<file path="src/rtl/lift_position_tracker.sv">
// lift_position_tracker
//   Tracks the car position from one raw landing-zone sensor. The sensor
//   is synchronised, debounced and turned into rise/fall events. Each
//   event is combined with the controller's own motion and direction to
//   step a floor index. The block drives a one-hot floor vector and a
//   sticky fault flag.
//
// Parameters
//   N_FLOORS         number of floors (>= 2)
//   DEBOUNCE_CYCLES  consecutive synchronised samples required before a
//                    sensor level change is accepted (>= 1)
//
// Ports
//   clk               system clock
//   reset             asynchronous, active-high reset
//   i_motion          car moving
//   i_direction       1 = up, 0 = down
//   i_landing_sensor  raw asynchronous sensor, high inside a landing zone
//   o_flr_pos         one-hot current floor while in a landing zone, else 0
//   o_flr_idx         binary index of the last floor reached
//   o_at_floor        car is parked in or passing through a landing zone
//   o_fault           sticky position-sequence error
module lift_position_tracker #(
   parameter int N_FLOORS        = 12,
   parameter int DEBOUNCE_CYCLES = 4
) (
   input  logic                        clk,
   input  logic                        reset,
   input  logic                        i_motion,
   input  logic                        i_direction,
   input  logic                        i_landing_sensor,
   output logic [N_FLOORS-1:0]         o_flr_pos,
   output logic [$clog2(N_FLOORS)-1:0] o_flr_idx,
   output logic                        o_at_floor,
   output logic                        o_fault
);

   localparam int IDX_W = $clog2(N_FLOORS);
   localparam int CNT_W = $clog2(DEBOUNCE_CYCLES + 1);
   localparam logic [CNT_W-1:0] CNT_LAST = CNT_W'(DEBOUNCE_CYCLES - 1);
   localparam logic [IDX_W-1:0] IDX_TOP  = IDX_W'(N_FLOORS - 1);

   typedef enum logic [1:0] {
      AT_FLR,
      BETWEEN,
      FAULT
   } state_t;

   logic             s1, s2;
   logic             filt;
   logic [CNT_W-1:0] cnt;
   logic             evt, rise, fall;

   state_t           state_q, state_d;
   logic [IDX_W-1:0] idx_q, idx_d;
   logic             dep_dir_q, dep_dir_d;

   // The car is parked at floor 0 at reset, so the synchroniser starts high.
   always_ff @(posedge clk or posedge reset) begin
      if (reset) begin
         s1 <= 1'b1;
         s2 <= 1'b1;
      end else begin
         s1 <= i_landing_sensor;
         s2 <= s1;
      end
   end

   // A level change is accepted only after DEBOUNCE_CYCLES consecutive
   // differing samples. Any sample that agrees with filt restarts the count.
   always_ff @(posedge clk or posedge reset) begin
      if (reset) begin
         filt <= 1'b1;
         cnt  <= '0;
      end else if (s2 != filt) begin
         if (cnt == CNT_LAST) begin
            filt <= s2;
            cnt  <= '0;
         end else begin
            cnt <= cnt + CNT_W'(1);
         end
      end else begin
         cnt <= '0;
      end
   end

   assign evt  = (s2 != filt) && (cnt == CNT_LAST);
   assign rise = evt & s2;
   assign fall = evt & ~s2;

   always_comb begin
      state_d   = state_q;
      idx_d     = idx_q;
      dep_dir_d = dep_dir_q;
      case (state_q)
         AT_FLR: begin
            if (fall) begin
               if (i_motion) begin
                  dep_dir_d = i_direction;
                  state_d   = BETWEEN;
               end else begin
                  state_d = FAULT;
               end
            end
         end
         BETWEEN: begin
            // Motion is not checked here: the car may coast into the zone
            // while it is stopping.
            if (rise) begin
               if (i_direction != dep_dir_q) begin
                  // The car reversed mid-travel and returned to the departure floor.
                  state_d = AT_FLR;
               end else if (i_direction) begin
                  if (idx_q == IDX_TOP) begin
                     state_d = FAULT;
                  end else begin
                     idx_d   = idx_q + IDX_W'(1);
                     state_d = AT_FLR;
                  end
               end else begin
                  if (idx_q == '0) begin
                     state_d = FAULT;
                  end else begin
                     idx_d   = idx_q - IDX_W'(1);
                     state_d = AT_FLR;
                  end
               end
            end
         end
         FAULT:   state_d = FAULT;
         default: state_d = FAULT;
      endcase
   end

   // The outputs are registered from the next-state values. This makes
   // them change on the same edge as the state register.
   always_ff @(posedge clk or posedge reset) begin
      if (reset) begin
         state_q    <= AT_FLR;
         idx_q      <= '0;
         dep_dir_q  <= 1'b0;
         o_flr_pos  <= N_FLOORS'(1);
         o_flr_idx  <= '0;
         o_at_floor <= 1'b1;
         o_fault    <= 1'b0;
      end else begin
         state_q    <= state_d;
         idx_q      <= idx_d;
         dep_dir_q  <= dep_dir_d;
         o_flr_pos  <= (state_d == AT_FLR) ? (N_FLOORS'(1) << idx_d) : '0;
         o_flr_idx  <= idx_d;
         o_at_floor <= (state_d == AT_FLR);
         o_fault    <= (state_d == FAULT);
      end
   end

endmodule

</file>
<file path="config.mk">
export PLATFORM = sky130hd
export DESIGN_NAME = lift_position_tracker
export DESIGN_NICKNAME = d
export VERILOG_FILES = /design/src/rtl/lift_position_tracker.sv
export SDC_FILE = /design/constraint.sdc
export NUM_CORES = 1
export LEC_CHECK = 0
export CAP_MARGIN = 25
export CELL_PAD_IN_SITES_DETAIL_PLACEMENT = 0
export CELL_PAD_IN_SITES_GLOBAL_PLACEMENT = 1
export CORE_UTILIZATION = 37
export CTS_CLUSTER_DIAMETER = 80
export DETAILED_ROUTE_END_ITERATION = 10
export PLACE_DENSITY = 0.7
export RECOVER_POWER = 25
export SYNTH_ARGS = -nofsm -noshare
export SYNTH_HDL_FRONTEND = slang
export SYNTH_SLANG_ARGS = --single-unit
</file>
<file path="constraint.sdc">
create_clock -name clk -period 2 [get_ports clk]
set_input_delay 0.6 -clock clk [delete_from_list [all_inputs] [get_ports clk]]
set_output_delay 0.6 -clock clk [all_outputs]
set_load 0.005 [all_outputs]
</file>
==> Word-level counts from Yosys, hierarchy flattened <==
Index checks and enable logic that the tools add are counted.
{ "totals": {"regBits": 27, "inputBits": 5, "out_inout_bits": 18} }
{ "op_classes": {"n_addsub": 3, "n_eq_ne": 6, "n_shift": 1, "n_mux": 17, "bitwise": 3, "n_reduce_logical": 6} }
{ "ops": {"columns": ["cell", "n"], "rows": [
  ["4-bit two-way mux", 6],
  ["2-bit two-way mux", 7],
  ["12-bit two-way mux", 1],
  ["1-bit by 4-bit left shift with 12-bit output (first input constant)", 1],
  ["3-bit two-way mux", 2],
  ["4-bit by 1-bit adder with 4-bit output (second input constant)", 1],
  ["4-bit equality test (second input constant)", 1],
  ["2-bit logical NOT", 2],
  ["4-bit logical NOT", 1],
  ["2-bit case mux with 2 select lines", 1],
  ["4-bit by 1-bit subtractor with 4-bit output (second input constant)", 1],
  ["3-bit by 1-bit adder with 3-bit output (second input constant)", 1],
  ["3-bit by 2-bit equality test with 1-bit output (second input constant)", 1],
  ["3-bit AND reduction", 1],
  ["1-bit bitwise AND", 2],
  ["2-bit by 1-bit equality test with 1-bit output (second input constant)", 1],
  ["2-bit equality test (second input constant)", 1],
  ["1-bit inequality test", 2],
  ["2-bit AND reduction", 1],
  ["1-bit logical AND", 1],
  ["1-bit inverter", 1]
]} }

==> Longest topological paths before layout <==
Gate-level depths: netlist of the first run.
{ "depth": {"depth_word": 8, "mapped_depth": 8, "ltp_nobuf": 8} }

==> Worst setup path before layout of the first run <==
Ideal clock, no wire load.
{ "synth_path": {"kind": "reg-to-reg", "start": "register idx_q[0]", "end": "register o_flr_pos[4]", "setup_ps": 101, "arrival_ps": 2051, "required_ps": 1899, "slack_ps": -152, "path_stages_with_launch": 9, "path_buffers": 0, "path_cell_list": "dfrtp_1 > inv_1 > ha_1 > or3b_1 > a21oi_2 > nor3_2 > xnor2_4 > inv_4 > nor4_1"} }
{ "synth_between": {"elab_chain_cells": 8, "word_cells_on_any_way": 19, "cone_classes": "add/sub (2); eq/ne (1); shift (1); mux (13); reduce/logical (2)"} }
{ "synth_rtl": {"columns": ["item", "line_no", "rtl"], "rows": [
  ["start: declaration", "55", "logic [IDX_W-1:0] idx_q, idx_d;"],
  ["start signal: assignment", "148", "idx_q <= idx_d;"],
  ["4-bit by 1-bit subtractor with 4-bit output (tied with other cells)", "124", "idx_d = idx_q - IDX_W'(1);"],
  ["4-bit two-way mux (on tied branches)", "121, 114", null],
  ["4-bit two-way mux", "113", "end else if (i_direction) begin"],
  ["4-bit two-way mux", "110", "if (i_direction != dep_dir_q) begin"],
  ["4-bit two-way mux", "109", "if (rise) begin"],
  ["4-bit two-way mux *", "95", "case (state_q)"],
  ["net idx_d[0]", "55", null],
  ["1-bit by 4-bit left shift with 12-bit output *", "150", "o_flr_pos <= (state_d == AT_FLR) ? (N_FLOORS'(1) << idx_d) : '0;"],
  ["12-bit two-way mux *", "150", null],
  ["end signal: assignment", "150", null],
  ["end: declaration", "32", "output logic [N_FLOORS-1:0] o_flr_pos,"]
]} }
Mark *: on every way through the listed nets, which the timed path passes. The rest lies on a longest branch.
A chain may end at the register's enable or synchronous reset.

==> Worst setup path after layout of the first run <==
{ "layout_path": {"start": "register s2", "end": "register o_flr_pos[3]"} }
{ "layout_between": {"elab_chain_cells": 7, "word_cells_on_any_way": 13, "cone_classes": "eq/ne (1); shift (1); mux (6); bitwise (3); reduce/logical (2)"} }
{ "layout_rtl": {"columns": ["item", "line_no", "rtl"], "rows": [
  ["start: declaration", "49", "logic s1, s2;"],
  ["start signal: assignment", "62", "s2 <= 1'b1;"],
  ["start signal: assignment", "65", "s2 <= s1;"],
  ["1-bit inequality test", "87", "assign evt = (s2 != filt) && (cnt == CNT_LAST);"],
  ["1-bit logical AND", "87", null],
  ["1-bit bitwise AND (on tied branches)", "88, 89", null],
  ["2-bit two-way mux (tied with other cells)", "109", null],
  ["2-bit case mux with 2 select lines / 4-bit two-way mux (equally long branches)", "95", null],
  ["2-bit logical NOT / 1-bit by 4-bit left shift with 12-bit output (equally long branches)", "150", null],
  ["12-bit two-way mux *", "150", null]
]} }
Mark *: on every way between the ends. The rest lies on a longest branch, timed or not.

==> metrics.md, run 1 <==
| Metric | Value |
|---|---|
| Status | `finished with violations` |
| Failing checks | `setup timing` |
| Syn_nets | `125` |
| Initial antenna violation count | `0` |
| Worst Hold Class | `flip-flop to flip-flop` |
| Post-Place Cell Area | `1890 sq um` |
| Initial Util | `39.9%` |
| Max Freq | `492 MHz` |
| Async S/R FF share, synth | `100%` |
| Synthesized instance count | `117` |
| Max-capacitance violation count | `0` |
| Post-cts hold buffer count | `0` |
| Slew headroom | `44.4%` |
| Clock period minus worst slack | `2.03 ns` |
| Grt ovf | `0` |
| RSZ-0062 raised after global routing | `yes` |
| Part of the cycle the worst path needs | `102%` |
| Routability-driven placement congestion ratio | `0.797` |
| Data required time of the worst path | `2.20 ns` |
| Xor/xnor share of the synthesized area | `3.80%` |
| Rows | `21` |
| Die X-Extent | `63.1 um` |
| Crit path cell chain | `and4bb_2, a211oi_1, buf_4, a211oi_4, or4b_4, nor3_2` |
| First-pass GRT wire length | `5780 um` |
| Adder-Cell Fraction of Synth Area | `2.71%` |
| Worst-Margin Slew | `0.835 ns` |
| Longest Clk Path Bufs | `2` |
| Most common cell after layout, fill and taps aside | `buf_4` |
| Worst-path clk slew | `0.09 ns` |
| Post-layout util | `64.3%` |
| Vias in the first global route | `1,208` |
| Total CTS buffers | `3` |
| Place WS | `-0.707 ns` |
| Net Switching | `311 uW` |
| DRC | `0` |
| Root buffer cell | `clkbuf_8` |
| CP top delay family | `simple AND/OR/NAND/NOR gates` |
| Antenna-violating nets left | `0` |
| Compound-gate portion of the synthesized area | `11.2%` |
| Sequential area share after synthesis | `49.3%` |
| # clock sinks | `27` |
| Sequential Power Share | `53.1%` |
| CP Class | `flip-flop to flip-flop` |
| Antenna fix cells | `0` |
| Most frequent cells in the layout | `buf_4 (35), dfrtp_1 (19), clkdlybuf4s50_1 (18)` |
| Die height | `63.1 um` |
| Worst path slowest cell | `dfstp_2` |
| Mapped Area | `1380 sq um` |
| Worst setup margin | `-0.0335 ns` |
| Fraction of power consumed by the clock network | `26.5%` |
| Syn Area/Cell | `11.8 sq um` |
| Int Pwr | `850 uW` |
| Crit end category | `flip-flop` |
| Final setup violation count | `6` |
| Yosys reg bits | `27` |
| I/O Pins | `23` |
| Largest net degree at the start of global routing | `17` |
| Vias | `1,209` |
| Synth cell types | `49` |
| Worst Path Max Fanout | `4` |
| Global Route Usage Sum | `18.8%` |
| Main combinational cell family by area after synthesis | `simple AND/OR/NAND/NOR gates` |
| Worst Skew | `0.00274 ns` |
| Buffer and inverter count on the worst path | `1` |
| Routed WL | `3580 um` |
| Detailed Place HPWL | `2440 um` |
| Port Buf Inserts | `22` |
| Leakage Power | `0.000921 uW` |
| Critical Path Max Stage Delay | `0.59 ns` |
| Combinational fraction of design power | `20.4%` |
| CTS tree | `built` |
| Setup TNS | `-0.131 ns` |
| Die area | `3990 sq um` |
| Area Growth Syn to Fin | `61.4%` |
| Yosys Warn Count | `0` |
| Mux share of post-synthesis cell area | `2.26%` |
| Hold Fails Final Rpt | `0` |
| Pre-antenna DRT Iters | `4` |
| Final nets | `193` |
| Maximum VDD drop | `0.000413 V` |
| Via density per instance | `5.26` |
| CORE AREA | `3470 sq um` |
| CP Launch Type | `flip-flop` |
| Top_reg_cell synth | `dfrtp_1` |
| Slew Viols, Final | `0` |
| CP arrival | `2.23 ns` |
| Sw Ratio | `26.8%` |
| Htree depth | `1` |
| Post-DR wirelength/cell | `15.6 um` |
| Synth Area in Simple Gates | `25.9%` |
| Clk Latency, worst-skew pair | `0.27 ns` |
| Post-synth EDFFs | `0` |
| Finished Cell Area | `2230 sq um` |
| Layout cells sized above 1 | `52.2%` |
| Initial DRC Count | `64` |
| PwrDens | `520 nW/um^2` |
cell usage after synthesis, types with 2 or more instances:
master,number,share of area [%]
nor2b_1,2,0.90
or3b_1,3,1.9
a21o_1,2,1.1
ha_1,3,2.7
dfrtp_1,22,40
nand4b_1,3,1.9
dfstp_2,5,9.5
buf_4,2,1.1
inv_1,8,2.2
mux2i_1,2,1.4
nor3_2,2,1.4
o41ai_1,2,1.3
nor3b_1,2,1.1
nor4_1,2,0.90
nor3_1,12,4.3
o211ai_1,2,1.1
nand3_1,3,1.1
nor2_1,5,1.4
nand2_1,4,1.1
a31oi_1,2,0.90
kinds of logic after synthesis:
family / Yosys count
AND/OR/NAND/NOR: 51
flip-flops: 27
AO/OA/AOI/OAI: 17
buffers and inverters: 13
XOR/XNOR: 3
multiplexers: 3
adder cells (fa/ha/maj): 3
sequential cells by signal, indices dropped and copies added, names as in the netlist:
register	cells
cnt	3
dep_dir_q	1
filt	1
idx_q	4
o_at_floor	1
o_fault	1
o_flr_pos	12
s1	1
s2	1
state_q	2
worst paths after layout:
path                         startpoint                      to  slack [ns]  cells after the start
max in group asynchronous         reset      idx_q[0]$_DFF_PP0_        0.41                      3
min in group asynchronous         reset        cnt[0]$_DFF_PP0_        0.93                      3
hold / removal             s1$_DFF_PP1_            s2$_DFF_PP1_        0.37                      0
setup reg to reg           s2$_DFF_PP1_  o_flr_pos[3]$_DFF_PP0_       -0.03                      6
hold reg to reg            s1$_DFF_PP1_            s2$_DFF_PP1_        0.37                      0
setup / recovery           s2$_DFF_PP1_  o_flr_pos[3]$_DFF_PP0_       -0.03                      6
layout make-up:
cell class,instances,area (sq um)
Inverter,10,40.0
Sequential cell,27,686
Multi-Input combinational cell,77,835
Timing Repair Buffer,66,567
Clock buffer,3,41.3
Fill cell,277,1240
Tap cell,46,57.6
Clock inverter,1,5.00
repair_timing:
| action | 4_1_cts | 5_1_grt |
|---|---|---|
| pin swaps | 12 | 9 |
| setup buffers | 6 | 7 |
| endpoints found under the setup margin | 17 | 16 |
| resized for setup | 33 | 14 |
metal layers:
layer,track usage [%],share of wire [%]
met2,30.2,51
met5,0,0
met1,25.9,44
met3,3.08,4.1
met4,5.81,0.73
power groups by stage:
stage / combinational [uW] / sequential [uW] / clock (uW)
global route: 259 / 623 / 343
CTS: 230 / 615 / 322
finish: 237 / 616 / 307
detailed placement: 192 / 619 / 0
global placement: 186 / 617 / 0
floorplan: 119 / 616 / 0
per-stage QoR:
step | hold slack (ns) | cells | total power (uW)
finish | 0.365 | 230 | 1160
global route | 0.369 | 230 | 1220
CTS | 0.366 | 223 | 1170
detailed placement | 0.352 | 213 | 810
global placement | 0.346 | 213 | 803
floorplan | 0.345 | 117 | 735
Note: power is estimated with default switching activity, not from simulation.
==> inputs of run 2 (changes only) <==
Settings changed: SKIP_CTS_REPAIR_TIMING set to 1.
==> run 2 against run 1 <==
The run still ends with setup timing left. Sequential power about the same. Total power fell by 0.39%. Combinational power decreased by 4%. Via count is 2.4% lower. Sequential share of layout area is 0.50 points higher. Clock power up 2%. Worst setup slack got worse by 0.11 ns. Critical path type unchanged.
==> metrics.md, run 2 (same netlist as run 1, synthesis figures left out) <==
| Metric | Value |
|---|---|
| Via density per instance | `5.20 (-1.1%)` |
| Leakage Power | `0.000894 uW (-2.9%)` |
| Sw Ratio | `27.0% (+0.20 points)` |
| CP arrival | `2.34 ns (+0.11 ns)` |
| Grt ovf | `0 (unchanged)` |
| Worst Path Max Fanout | `4 (unchanged)` |
| # placed instances | `213 (unchanged)` |
| Clock period minus worst slack | `2.14 ns (+0.111 ns)` |
| Fraction of power consumed by the clock network | `27.0% (+0.5 points)` |
| Vias | `1,180 (-2.4%)` |
| Total power | `1160 uW (-0.39%)` |
| Worst r2r src | `s2$_DFF_PP1_` |
| Die height | `63.1 um (unchanged)` |
| Final setup violation count | `10 (+4)` |
| Part of the cycle the worst path needs | `107% (+5.5 points)` |
| DRC | `0 (unchanged)` |
| Regs by FF count | `o_flr_pos (12), idx_q (4), cnt (3)` |
| PwrDens | `528 nW/um^2 (+1.4%)` |
| Worst Hold Class | `flip-flop to flip-flop` |
| Pre-antenna DRT Iters | `4 (unchanged)` |
| Status | `finished with violations` |
| Largest net degree at the start of global routing | `17 (unchanged)` |
| Reg with most FFs | `o_flr_pos` |
| Layout cells sized above 1 | `49.7% (-2.5 points)` |
| Slew Viols, Final | `0 (unchanged)` |
| Global Route Usage Sum | `17.2% (-1.7 points)` |
| Combinational fraction of design power | `19.7% (-0.7 points)` |
| Max FFs per register | `12 (unchanged)` |
| Sequential Power Share | `53.3% (+0.2 points)` |
| Rows | `21 (unchanged)` |
| Maximum VDD drop | `0.000410 V (-0.68%)` |
| Max Freq | `466 MHz (-5.2%)` |
| # clock sinks | `27 (unchanged)` |
| Detailed Place HPWL | `2440 um (unchanged)` |
| CP Class | `flip-flop to flip-flop` |
| Max-capacitance violation count | `0 (unchanged)` |
| I/O Pins | `23 (unchanged)` |
| Worst-path clk slew | `0.09 ns (about the same)` |
| Finished Cell Area | `2190 sq um (-1.8%)` |
| Initial DRC Count | `48 (-25%)` |
| First-pass GRT wire length | `5290 um (-8.5%)` |
| Worst-Margin Slew | `0.836 ns (+0.00139 ns)` |
| Port Buf Inserts | `22 (unchanged)` |
| CP Launch Type | `flip-flop` |
| CORE AREA | `3470 sq um (unchanged)` |
| Total CTS buffers | `3 (unchanged)` |
| Routed WL | `3420 um (-4.5%)` |
| Final nets | `190 (-1.6%)` |
| Post-route insts no fill | `227 (-1.3%)` |
| Routability-driven placement congestion ratio | `0.797 (unchanged)` |
| Worst Skew | `0.00142 ns (-0.00132 ns)` |
| Htree depth | `1 (unchanged)` |
| Crit path launch | `s2$_DFF_PP1_` |
| Int Pwr | `844 uW (-0.66%)` |
| Net Switching | `312 uW (+0.36%)` |
| Post-layout util | `63.2% (-1.2 points)` |
| Failing checks | `setup timing` |
| Antenna fix cells | `0 (unchanged)` |
| Hold Fails Final Rpt | `0 (unchanged)` |
| Data required time of the worst path | `2.20 ns (about the same)` |
| Hold_sp | `s1$_DFF_PP1_` |
| Reg2reg setup slack | `-0.14 ns (-0.11 ns)` |
| Most common cell after layout, fill and taps aside | `buf_4` |
| Antenna-violating nets left | `0 (unchanged)` |
| Post-Place Cell Area | `1890 sq um (unchanged)` |
| Most frequent cells in the layout | `buf_4 (34), dfrtp_1 (20), clkdlybuf4s50_1 (18)` |
| Place WS | `-0.707 ns (unchanged)` |
| Root buffer cell | `clkbuf_8` |
| Crit end category | `flip-flop` |
| Die area | `3990 sq um (unchanged)` |
| Slew headroom | `44.3% (-0.093 points)` |
| Worst setup margin | `-0.144 ns (-0.111 ns)` |
| Area Growth Syn to Fin | `58.5%` |
| Vias in the first global route | `1,112 (-7.9%)` |
| RSZ-0062 raised after global routing | `yes` |
| CTS tree | `built` |
| Initial antenna violation count | `0 (unchanged)` |
| Die X-Extent | `63.1 um (unchanged)` |
| Longest Clk Path Bufs | `2 (unchanged)` |
| Clk Latency, worst-skew pair | `0.27 ns (about the same)` |
| Initial Util | `39.9% (unchanged)` |
| Post-DR wirelength/cell | `15.1 um (-3.2%)` |
[run 2: final cells by class]
cell class | instances | area, sq um
fillers | 282 | 1280
clock buffers | 3 | 41.3
repair buffers | 63 | 544
clock inverters | 1 | 5.00
flip-flops and latches | 27 | 684
inverters | 10 | 40.0
multi-input cells | 77 | 818
well taps | 46 | 57.6
[run 2: layer usage]
metal | vias up | GRT usage, % | routed length (um)
met5 | - | 0 | 0
met4 | 0 | 4.36 | 46
met3 | 6 | 3.08 | 124
met2 | 27 | 27.4 | 1680
met1 | 590 | 23.9 | 1570
li1 | 557 | - | -
[run 2: worst paths after layout]
kind | cells after the start | endpoint
hold / removal | 0 | s2$_DFF_PP1_
setup reg to reg | 5 | o_flr_pos[3]$_DFF_PP0_
min in group asynchronous | 3 | cnt[0]$_DFF_PP0_
hold reg to reg | 0 | s2$_DFF_PP1_
setup / recovery | 5 | o_flr_pos[3]$_DFF_PP0_
max in group asynchronous | 3 | idx_q[0]$_DFF_PP0_
[run 2: power groups by stage]
stage               sequential, uW  clock, uW  combinational [uW]
floorplan                      616          0                 119
global placement               617          0                 186
detailed placement             619          0                 192
CTS                            609        322                 193
global route                   623        345                 248
finish                         616        312                 228
[run 2: critical path, stage by stage, from the launching register on]
cell and delay (ns):
dfstp_2 0.58, nand4bb_4 0.18, o31ai_1 0.38, o41ai_2 0.17, or4b_4 0.62, nor3_4 0.14
[run 2: per-stage QoR]
step	TNS [ns]	hold slack (ns)
2_1_floorplan	0	0.345
3_3_place_gp	-7.78	0.346
3_5_place_dp	-9.13	0.352
4_1_cts	-4.40	0.366
5_1_grt	-1.61	0.369
6_report	-0.709	0.366
==> inputs of run 3 (changes only) <==
Settings changed: CELL_PAD_IN_SITES_DETAIL_PLACEMENT 0 to unset, CELL_PAD_IN_SITES_GLOBAL_PLACEMENT 1 to unset, CORE_UTILIZATION 37 to 56, PLACE_DENSITY 0.7 to 0.79.
Clock period 2 ns to 2.5 ns, I/O delays scaled along.
==> run 3 against run 2 <==
The run now ends clean. Routed wire length fell by 19%. Combinational power fell by 41%. Worst hold slack improved by 0.0087 ns. Count of clock-buffer cells in the layout did not move. Clock power fell by 33%. Worst setup slack improved by 0.29 ns. Critical path type unchanged. Largest cell class is now registers. Highest routed layer unchanged.
==> metrics.md, run 3 (same netlist as run 1, synthesis figures left out) <==
| Metric | Value |
|---|---|
| Status | `finished, final reports clean` |
| CP arrival | `2.62 ns (+0.28 ns)` |
| Rows | `17 (-19%)` |
| Htree depth | `1 (unchanged)` |
| Slew headroom | `5.41% (-39 points)` |
| CP top delay family | `simple AND/OR/NAND/NOR gates` |
| Max-capacitance violation count | `0 (unchanged)` |
| Top sig layer | `met4` |
| Global Route Usage Sum | `24.7% (+7.5 points)` |
| Worst r2r src | `idx_q[1]$_DFF_PP0_` |
| Largest net degree at the start of global routing | `28 (+11)` |
| First-pass GRT wire length | `4800 um (-9.1%)` |
| Finished Cell Area | `1770 sq um (-19%)` |
| Hold_sp | `s1$_DFF_PP1_` |
| Buffer and inverter count on the worst path | `2 (+2)` |
| Die height | `51.7 um (-18%)` |
| CTS tree | `built` |
| Pre-antenna DRT Iters | `4 (unchanged)` |
| DR WL met2 | `1390 um (-17%)` |
| Hold path cells | `0 (unchanged)` |
| Most frequent cells in the layout | `dfrtp_1 (22), clkdlybuf4s50_1 (19), buf_4 (15)` |
| Routability-driven placement congestion ratio | `0.824 (+3.3%)` |
| Die X-Extent | `51.7 um (-18%)` |
| Hold Fails Final Rpt | `0 (unchanged)` |
| Detailed Place HPWL | `2010 um (-17%)` |
| Die area | `2670 sq um (-33%)` |
| Area of the multi-input gates | `646 sq um (-21%)` |
| Antenna fix cells | `0 (unchanged)` |
| RSZ-0062 raised after global routing | `no` |
| Total CTS buffers | `3 (unchanged)` |
| Leakage Power | `0.000751 uW (-16%)` |
| CP Class | `flip-flop to flip-flop` |
| Clock period minus worst slack | `2.35 ns (+0.209 ns)` |
| Crit path cell chain | `inv_1, ha_1, inv_1, o311ai_0, a31oi_1, or4b_4, nor3_1` |
| M1 WL | `1230 um (-22%)` |
| Initial DRC Count | `22 (-54%)` |
| Routed WL | `2770 um (-19%)` |
| Worst Reg-to-Reg Cells | `7 (+2)` |
| Worst Hold Class | `flip-flop to flip-flop` |
| DRC | `0 (unchanged)` |
| Fillers | `153 (-46%)` |
| Final setup violation count | `0 (-10)` |
| Clk Latency, worst-skew pair | `0.34 ns (+0.07 ns)` |
| Total power | `831 uW (-28%)` |
| Data required time of the worst path | `2.77 ns (+0.57 ns)` |
| # placed instances | `180 (-15%)` |
| Cell mode on critical path | `inv_1` |
| Vias in the first global route | `1,065 (-4.2%)` |
| Max FFs per register | `12 (unchanged)` |
| Critical Path Max Stage Delay | `0.59 ns (-0.03 ns)` |
| Area Growth Syn to Fin | `28.2%` |
| Grt ovf | `0 (unchanged)` |
| Max Freq | `425 MHz (-8.9%)` |
| Regs by FF count | `o_flr_pos (12), idx_q (4), cnt (3)` |
| Crit end category | `flip-flop` |
| Layout cells sized above 1 | `25.6% (-24 points)` |
| Metal3 WL | `93 um (-25%)` |
| Worst Path Max Fanout | `6 (+2)` |
| Seq. cell area | `682 sq um (-0.37%)` |
| Post-DR wirelength/cell | `15.1 um (about the same)` |
| Most common cell after layout, fill and taps aside | `dfrtp_1` |
| CP Launch Type | `flip-flop` |
| Hold slack | `0.375 ns (+0.00872 ns)` |
| CORE AREA | `2280 sq um (-34%)` |
| Reg2reg setup slack | `0.15 ns (+0.29 ns)` |
| Maximum VDD drop | `0.000553 V (+35%)` |
| Port Buf Inserts | `22 (unchanged)` |
| Part of the cycle the worst path needs | `94.1% (-13 points)` |
| Post-Place Cell Area | `1730 sq um (-8.2%)` |
| Longest Clk Path Bufs | `2 (unchanged)` |
| # clock sinks | `27 (unchanged)` |
| Crit path launch | `idx_q[1]$_DFF_PP0_` |
| Post-route insts no fill | `184 (-19%)` |
| Reg with most FFs | `o_flr_pos` |
| PwrDens | `469 nW/um^2 (-11%)` |
| Initial Util | `60.7% (+21 points)` |
| Worst Skew | `0.00813 ns (+0.00671 ns)` |
| Worst-path clk slew | `0.16 ns (+0.07 ns)` |
| Antenna-violating nets left | `0 (unchanged)` |
| Slew Viols, Final | `0 (unchanged)` |
| Final nets | `165 (-13%)` |
| Initial antenna violation count | `0 (unchanged)` |
| I/O Pins | `23 (unchanged)` |
| Via density per instance | `5.84 (+12%)` |
| Vias | `1,074 (-9.0%)` |
| Post-layout util | `77.9% (+15 points)` |
| Reg-to-reg endpoint | `o_flr_pos[3]$_DFF_PP0_` |
| Worst path slowest cell | `or4b_4` |
| Hold path endpoint | `s2$_DFF_PP1_` |
| Worst-Margin Slew | `1.42 ns (+0.583 ns)` |
| Root buffer cell | `clkbuf_4` |
| WP depth | `7 (+2)` |
==> run 3: metal layers <==
metal	GRT usage, %	up-vias
met2	40.9	30
met1	32.6	525
met3	3.51	9
met5	0	-
li1	-	510
met4	9.46	0
==> run 3: power breakdown <==
group	switching (uW)	internal, uW	total (uW)	leakage [uW]
sequential	20.6	467	488	0.000337
combinational	68.9	66.4	135	0.000396
clock	143	65.6	208	0.0000183
==> run 3: how the worst max path moves through the flow <==
stage                                   to  slack, ns
CTS                 o_flr_pos[6]$_DFF_PP0_       0.04
finish              o_flr_pos[3]$_DFF_PP0_       0.15
global placement    o_flr_pos[7]$_DFF_PP0_      -0.22
global route          state_q[0]$_DFF_PP0_       0.06
detailed placement  o_flr_pos[6]$_DFF_PP0_      -0.33
floorplan           o_flr_pos[6]$_DFF_PP0_       0.34
==> run 3: stage by stage <==
step | setup slack (ns) | TNS [ns]
floorplan | 0.337 | 0
global placement | -0.220 | -2.02
detailed placement | -0.332 | -3.12
CTS | 0.0375 | 0
global route | 0.0580 | 0
finish | 0.147 | 0
==> run 3: cell type report <==
type                    instances  area share, %
clock buffers                   3           1.27
clock inverters                 1          0.494
inverters                      10           2.26
multi-input cells              77           36.4
flip-flops and latches         27           38.5
well taps                      28           1.98
repair buffers                 38           19.1
